File: src/rtl/mcdec_fsm.sv
// Multi-cycle LEGv8 control FSM: FETCH/DECODE/EXEC/MEM/WB with an EXC trap state.
// Define MCDEC_EXC_EN to enable undefined-op, interrupt and memory-timeout traps.
module mcdec_fsm #(
  parameter int OP_W        = 11,
  parameter int MEM_TIMEOUT = 8,
  parameter int ALUOP_W     = 2
) (
  input  logic               clk,
  input  logic               reset,
  input  logic [OP_W-1:0]    Op,
  input  logic               mem_ack,
  input  logic               ext_irq,
  output logic               IRWrite,
  output logic               PCWrite,
  output logic               Reg2Loc,
  output logic               ALUSrc,
  output logic               MemtoReg,
  output logic               RegWrite,
  output logic               MemRead,
  output logic               MemWrite,
  output logic               Branch,
  output logic               ERet,
  output logic [ALUOP_W-1:0] ALUOp,
  output logic               Exc,
  output logic [1:0]         ExcCause,
  output logic [2:0]         state_o
);

  localparam int CNT_W = (MEM_TIMEOUT > 1) ? $clog2(MEM_TIMEOUT) : 1;
  localparam logic [CNT_W-1:0] CNT_LAST = CNT_W'(MEM_TIMEOUT - 1);

  typedef enum logic [2:0] {
    S_FETCH  = 3'd0,
    S_DECODE = 3'd1,
    S_EXEC   = 3'd2,
    S_MEM    = 3'd3,
    S_WB     = 3'd4,
    S_EXC    = 3'd5
  } state_e;

  typedef enum logic [2:0] {
    OC_R, OC_LDUR, OC_STUR, OC_CBZ, OC_ERET, OC_MRS, OC_UNDEF
  } opc_e;

  state_e            state_q, state_d;
  logic [CNT_W-1:0]  cnt_q, cnt_d;
  logic              instr_end;
  opc_e              op_cls;
  logic [10:0]       op11;

  assign op11 = Op[OP_W-1 -: 11];

  always_comb begin
    casez (op11)
      11'b1?0_0101_1000,
      11'b10?_0101_0000: op_cls = OC_R;
      11'b111_1100_0010: op_cls = OC_LDUR;
      11'b111_1100_0000: op_cls = OC_STUR;
      11'b101_1010_0???: op_cls = OC_CBZ;
      11'b110_1011_0100: op_cls = OC_ERET;
      11'b110_1010_1001: op_cls = OC_MRS;
      default:           op_cls = OC_UNDEF;
    endcase
  end

`ifdef MCDEC_EXC_EN
  localparam logic [1:0] CAUSE_UNDEF = 2'd1;
  localparam logic [1:0] CAUSE_IRQ   = 2'd2;
  localparam logic [1:0] CAUSE_TMO   = 2'd3;
  logic       irq_pend_q, irq_pend_d;
  logic [1:0] cause_q, cause_d;
`else
  logic unused_irq;
  assign unused_irq = ext_irq;
`endif

  always_comb begin
    state_d   = state_q;
    cnt_d     = cnt_q;
    instr_end = 1'b0;
`ifdef MCDEC_EXC_EN
    irq_pend_d = irq_pend_q | ext_irq;
    cause_d    = cause_q;
`endif
    case (state_q)
      S_FETCH: state_d = S_DECODE;
      S_DECODE: begin
        if (op_cls == OC_UNDEF) begin
`ifdef MCDEC_EXC_EN
          state_d = S_EXC;
          cause_d = CAUSE_UNDEF;
`else
          state_d = S_FETCH;
`endif
        end else begin
          state_d = S_EXEC;
        end
      end
      S_EXEC: begin
        case (op_cls)
          OC_R, OC_MRS: state_d = S_WB;
          OC_LDUR, OC_STUR: begin
            state_d = S_MEM;
            cnt_d   = '0;
          end
          default: instr_end = 1'b1;
        endcase
      end
      S_MEM: begin
        // An ack in the last allowed cycle beats the timeout.
        if (mem_ack) begin
          if (op_cls == OC_LDUR) state_d = S_WB;
          else                   instr_end = 1'b1;
        end else if (cnt_q == CNT_LAST) begin
`ifdef MCDEC_EXC_EN
          state_d = S_EXC;
          cause_d = CAUSE_TMO;
`endif
        end else begin
          cnt_d = cnt_q + CNT_W'(1);
        end
      end
      S_WB:    instr_end = 1'b1;
      S_EXC:   instr_end = 1'b1;
      default: state_d = S_FETCH;
    endcase
    if (instr_end) begin
      state_d = S_FETCH;
`ifdef MCDEC_EXC_EN
      if (irq_pend_q) begin
        state_d    = S_EXC;
        cause_d    = CAUSE_IRQ;
        irq_pend_d = ext_irq;
      end
`endif
    end
  end

  always_ff @(posedge clk or posedge reset) begin
    if (reset) begin
      state_q    <= S_FETCH;
      cnt_q      <= '0;
`ifdef MCDEC_EXC_EN
      irq_pend_q <= 1'b0;
      cause_q    <= 2'd0;
`endif
    end else begin
      state_q    <= state_d;
      cnt_q      <= cnt_d;
`ifdef MCDEC_EXC_EN
      irq_pend_q <= irq_pend_d;
      cause_q    <= cause_d;
`endif
    end
  end

  // Controls decode from state and Op; reset forces them low immediately.
  always_comb begin
    IRWrite  = 1'b0;
    PCWrite  = 1'b0;
    Reg2Loc  = 1'b0;
    ALUSrc   = 1'b0;
    MemtoReg = 1'b0;
    RegWrite = 1'b0;
    MemRead  = 1'b0;
    MemWrite = 1'b0;
    Branch   = 1'b0;
    ERet     = 1'b0;
    ALUOp    = '0;
    if (!reset) begin
      case (state_q)
        S_FETCH: begin
          IRWrite = 1'b1;
          PCWrite = 1'b1;
        end
        S_EXEC: begin
          ALUSrc  = (op_cls == OC_LDUR) || (op_cls == OC_STUR) || (op_cls == OC_MRS);
          Reg2Loc = (op_cls == OC_STUR) || (op_cls == OC_CBZ) || (op_cls == OC_MRS);
          Branch  = (op_cls == OC_CBZ) || (op_cls == OC_ERET);
          ERet    = (op_cls == OC_ERET);
          case (op_cls)
            OC_R:                   ALUOp = ALUOP_W'(2'b10);
            OC_CBZ, OC_ERET, OC_MRS: ALUOp = ALUOP_W'(2'b01);
            default:                ALUOp = '0;
          endcase
        end
        S_MEM: begin
          ALUSrc   = 1'b1;
          MemRead  = (op_cls == OC_LDUR);
          MemWrite = (op_cls == OC_STUR);
        end
        S_WB: begin
          RegWrite = 1'b1;
          MemtoReg = (op_cls == OC_LDUR);
        end
        S_EXC:   PCWrite = 1'b1;
        default: ;
      endcase
    end
  end

`ifdef MCDEC_EXC_EN
  assign Exc      = !reset && (state_q == S_EXC);
  assign ExcCause = Exc ? cause_q : 2'd0;
`else
  assign Exc      = 1'b0;
  assign ExcCause = 2'd0;
`endif

  assign state_o = state_q;

endmodule
File: config.mk
export PLATFORM = sky130hd
export DESIGN_NAME = mcdec_fsm
export DESIGN_NICKNAME = d
export VERILOG_FILES = /design/src/rtl/mcdec_fsm.sv
export SDC_FILE = /design/constraint.sdc
export NUM_CORES = 1
export LEC_CHECK = 0
export ABC_AREA = 1
export ABC_CLOCK_PERIOD_IN_PS = 1550
export CELL_PAD_IN_SITES_DETAIL_PLACEMENT = 1
export CELL_PAD_IN_SITES_GLOBAL_PLACEMENT = 2
export CORE_UTILIZATION = 18
export CTS_CLUSTER_DIAMETER = 30
export CTS_CLUSTER_SIZE = 14
export DETAILED_ROUTE_END_ITERATION = 10
export PLACE_DENSITY_LB_ADDON = 0.3
export SYNTH_ARGS = -nofsm -noshare
export SYNTH_HDL_FRONTEND = slang
export SYNTH_SLANG_ARGS = --single-unit
File: constraint.sdc
create_clock -name clk -period 1.55 [get_ports clk]
set_clock_uncertainty 0.2 [all_clocks]
set_input_delay 0.155 -clock clk [delete_from_list [all_inputs] [get_ports clk]]
set_output_delay 0.155 -clock clk [all_outputs]
set_load 0.02 [all_outputs]
==> impl_metrics.py <==
metrics = {
    "grt": {
        "grt_pass1_wl_microns": 6180,
        "antenna_found_initial": 0,
        "grt_usage_pct": 17.7,
        "grt.overflow.total": 0,
        "grt_pass1_vias": 1319,
        "grt_max_degree": 7,
    },
    "setup_path": {
        "worstSetupStartpoint": "state_o[1]$_DFFE_PP0P_",
        "cp_max_fo": 2,
        "cp_data_required_time_ns": 1.19,
        "endpoint_kind": "primary output",
        "r2r-start": "state_o[1]$_DFFE_PP0P_",
        "crit_arrival_ns": 1.43,
        "critical_path_class": "reg -> out",
        "start_kind": "flip-flop",
    },
    "outcome": {
        "outcome": "finished with violations",
        "violations": "setup timing",
    },
    "floorplan": {
        "coreArea_sq_mm": 0.00412,
        "fp.dieW_microns": 68.2,
        "io_pins": 33,
        "rows": 23,
        "dieArea_sq_mm": 0.00466,
        "fp.dieH_microns": 68.2,
        "floorplan.initialDensity_pct": 19.2,
    },
    "power_and_ir_drop": {
        "irDropWorstVdd_mv": 0.363,
        "switching_share_pct": 42.4,
        "p_switching_mw": 0.396,
        "p_per_area_mw_per_mm2": 454,
        "pwr-share-clk_pct": 24.1,
        "p_leak_nw": 0.981,
        "fin_total_pwr_mw": 0.933,
        "p_comb_share_pct": 63.9,
        "p_int_mw": 0.537,
        "power_frac_seq_pct": 12.0,
    },
    "finish": {
        "num_antenna_cells": 0,
        "mostFrequentLayoutCells": "buf_4, buf_6, nor2_4",
        "post-route-util_pct": 49.9,
        "largest_register_ffs": 3,
        "finalNetCount": 250,
        "layout.cells.non_filler": 281,
        "syn_to_final_growth_pct": 160,
        "drive_above_1_share_pct": 78.4,
        "final_common_cell": "buf_4",
    },
    "yosys": {
        "synth_area_per_cell_sq_um": 5.52,
        "syn_inst": 143,
        "synth_seq_area_share_pct": 9.51,
        "synth_area_leaders": "nand2_1, inv_1, nor2_1",
        "ys_ff_latch": 3,
        "synth_ff_type": "dfrtp_1",
        "synth_cell_types": 23,
        "syn_area_sq_um": 790,
        "post-synth-top-area-cell": "nand2_1",
        "synth_warnings": 0,
        "yosys.area.top_type_share_pct": 13.8,
        "synthArstFlopShare_pct": 100,
        "synth_edf_count": 0,
    },
    "clock_network": {
        "cts.clk_slew.worst_paths_ns": 0.03,
        "clock_path_buffers": 2,
        "cts_buffers": 3,
        "root_buffer": "clkbuf_8",
        "htree_levels": 1,
        "ctsHoldBuffers": 0,
        "cts_tree": "built",
        "cts_sinks": 3,
        "clock_latency_ns": 0.21,
    },
    "worst_hold_path": {
        "hp-class": "in -> async",
    },
    "place": {
        "place_hpwl_microns": 2580,
        "io_buffers": 28,
        "dp.cells": 252,
        "gp_congestion": 0.763,
    },
    "timing": {
        "period_share_pct": 115,
        "setup_violations": 15,
        "finalHoldViolations": 0,
        "setup_slack_ns": -0.239,
        "fmax_mhz": 559,
        "period_needed_ns": 1.79,
        "rsz0062_at_grt": "true",
        "worst_hold_slack_ns": 0.224,
        "slew_viol_final": 0,
    },
    "drt": {
        "antenna_left": 0,
        "via_count": 1277,
        "drc_errors": 0,
        "wl_per_cell_microns": 15.8,
        "drt-initial-drc-count": 36,
        "viasPerCell": 4.54,
        "firstDrtPassIters": 4,
        "totalWireLength_microns": 4450,
    },
    "run": {
        "max-cap-violations": 0,
    },
}
==> path summary, 6_finish.rpt <==
path                                     endpoint  slack (ns)  cells past startpoint
max                                        Branch       -0.24                      8
min in group clk           state_o[2]$_DFFE_PP0P_        0.51                      3
min                        state_o[1]$_DFFE_PP0P_        0.22                      3
min reg2reg                state_o[2]$_DFFE_PP0P_        0.51                      3
max reg2reg                state_o[1]$_DFFE_PP0P_       -0.24                     11
max in group asynchronous  state_o[2]$_DFFE_PP0P_        0.81                      3
==> metrics by stage <==
stage	worst slack (ns)	TNS [ns]	instance area, sq um
after floorplan	-0.0390	-0.183	848
after global placement	-1.13	-11.91	1410
after detailed placement	-1.21	-12.51	1410
after CTS	-0.197	-1.47	1820
after global routing	-0.317	-3.44	2050
final	-0.239	-2.47	2050
==> what timing repair did <==
| item | CTS | global route |
|---|---|---|
| resized for setup | 205 | 43 |
| pin swaps | 26 | 31 |
| setup endpoints to repair | 18 | 15 |
| endpoints found under the hold margin | 0 | 0 |
| buffers inserted | 15 | 11 |
==> per-layer routing <==
metal / global-route usage (%) / part of all wire (%) / vias to the layer above / wire length [microns]
li1: - / - / 627 / -
met1: 19.9 / 40 / 612 / 1760
met2: 35.5 / 56 / 30 / 2480
met3: 0.833 / 2.6 / 8 / 116
met4: 3.91 / 2.1 / 0 / 95
met5: 0 / 0 / - / 0
==> synth_stat cells (2+ instances only) <==
| library cell | instances |
|---|---|
| ha_1 | 3 |
| nand3_4 | 2 |
| nor2_2 | 5 |
| a21oi_1 | 2 |
| nand4_1 | 4 |
| dfrtp_1 | 3 |
| nor2_1 | 24 |
| inv_1 | 25 |
| o21ai_0 | 2 |
| nor3_1 | 7 |
| inv_2 | 3 |
| buf_4 | 3 |
| nor2_4 | 2 |
| o2111ai_1 | 3 |
| nand3_1 | 14 |
| nand2_2 | 6 |
| nand2_1 | 29 |
==> cell families (layout without fill, tap and decap cells) <==
kind of cell / count (synthesis) / count (layout) / synth area share (%)
flip-flops: 3 / 3 / 9.51
adder cells (fa/ha/maj): 3 / 3 / 4.75
AO/OA/AOI/OAI: 10 / 10 / 8.72
buffers and inverters: 31 / 117 / 16.2
AND/OR/NAND/NOR: 95 / 95 / 60.4
other: 1 / 3 / 0.475
==> critical path, cell delays in order (launching register included) <==
cell and delay, ns:
dfrtp_2 0.37, inv_2 0.06, nor2_4 0.13, inv_2 0.07
buf_6 0.12, nor2_4 0.14, nand2_4 0.09, nor3_4 0.12
buf_6 0.13
==> power groups by stage <==
stage          Clock, mW  Sequential (mW)  Combinational (mW)
4_1_cts            0.223            0.111               0.512
3_3_place_gp           0            0.107               0.419
3_5_place_dp           0            0.107               0.428
6_report           0.225            0.112               0.596
5_1_grt            0.237            0.114               0.633
2_1_floorplan          0            0.137               0.152
==> cell type report <==
class	instances	area, sq um
tap	50	62.6
timing repair buffer	85	736
sequential	3	77.6
multi-input combinational	111	1000
clock buffer	4	45.0
inverter	28	128
fill	506	2060
No activity file was read; power rests on OpenSTA's default activity.
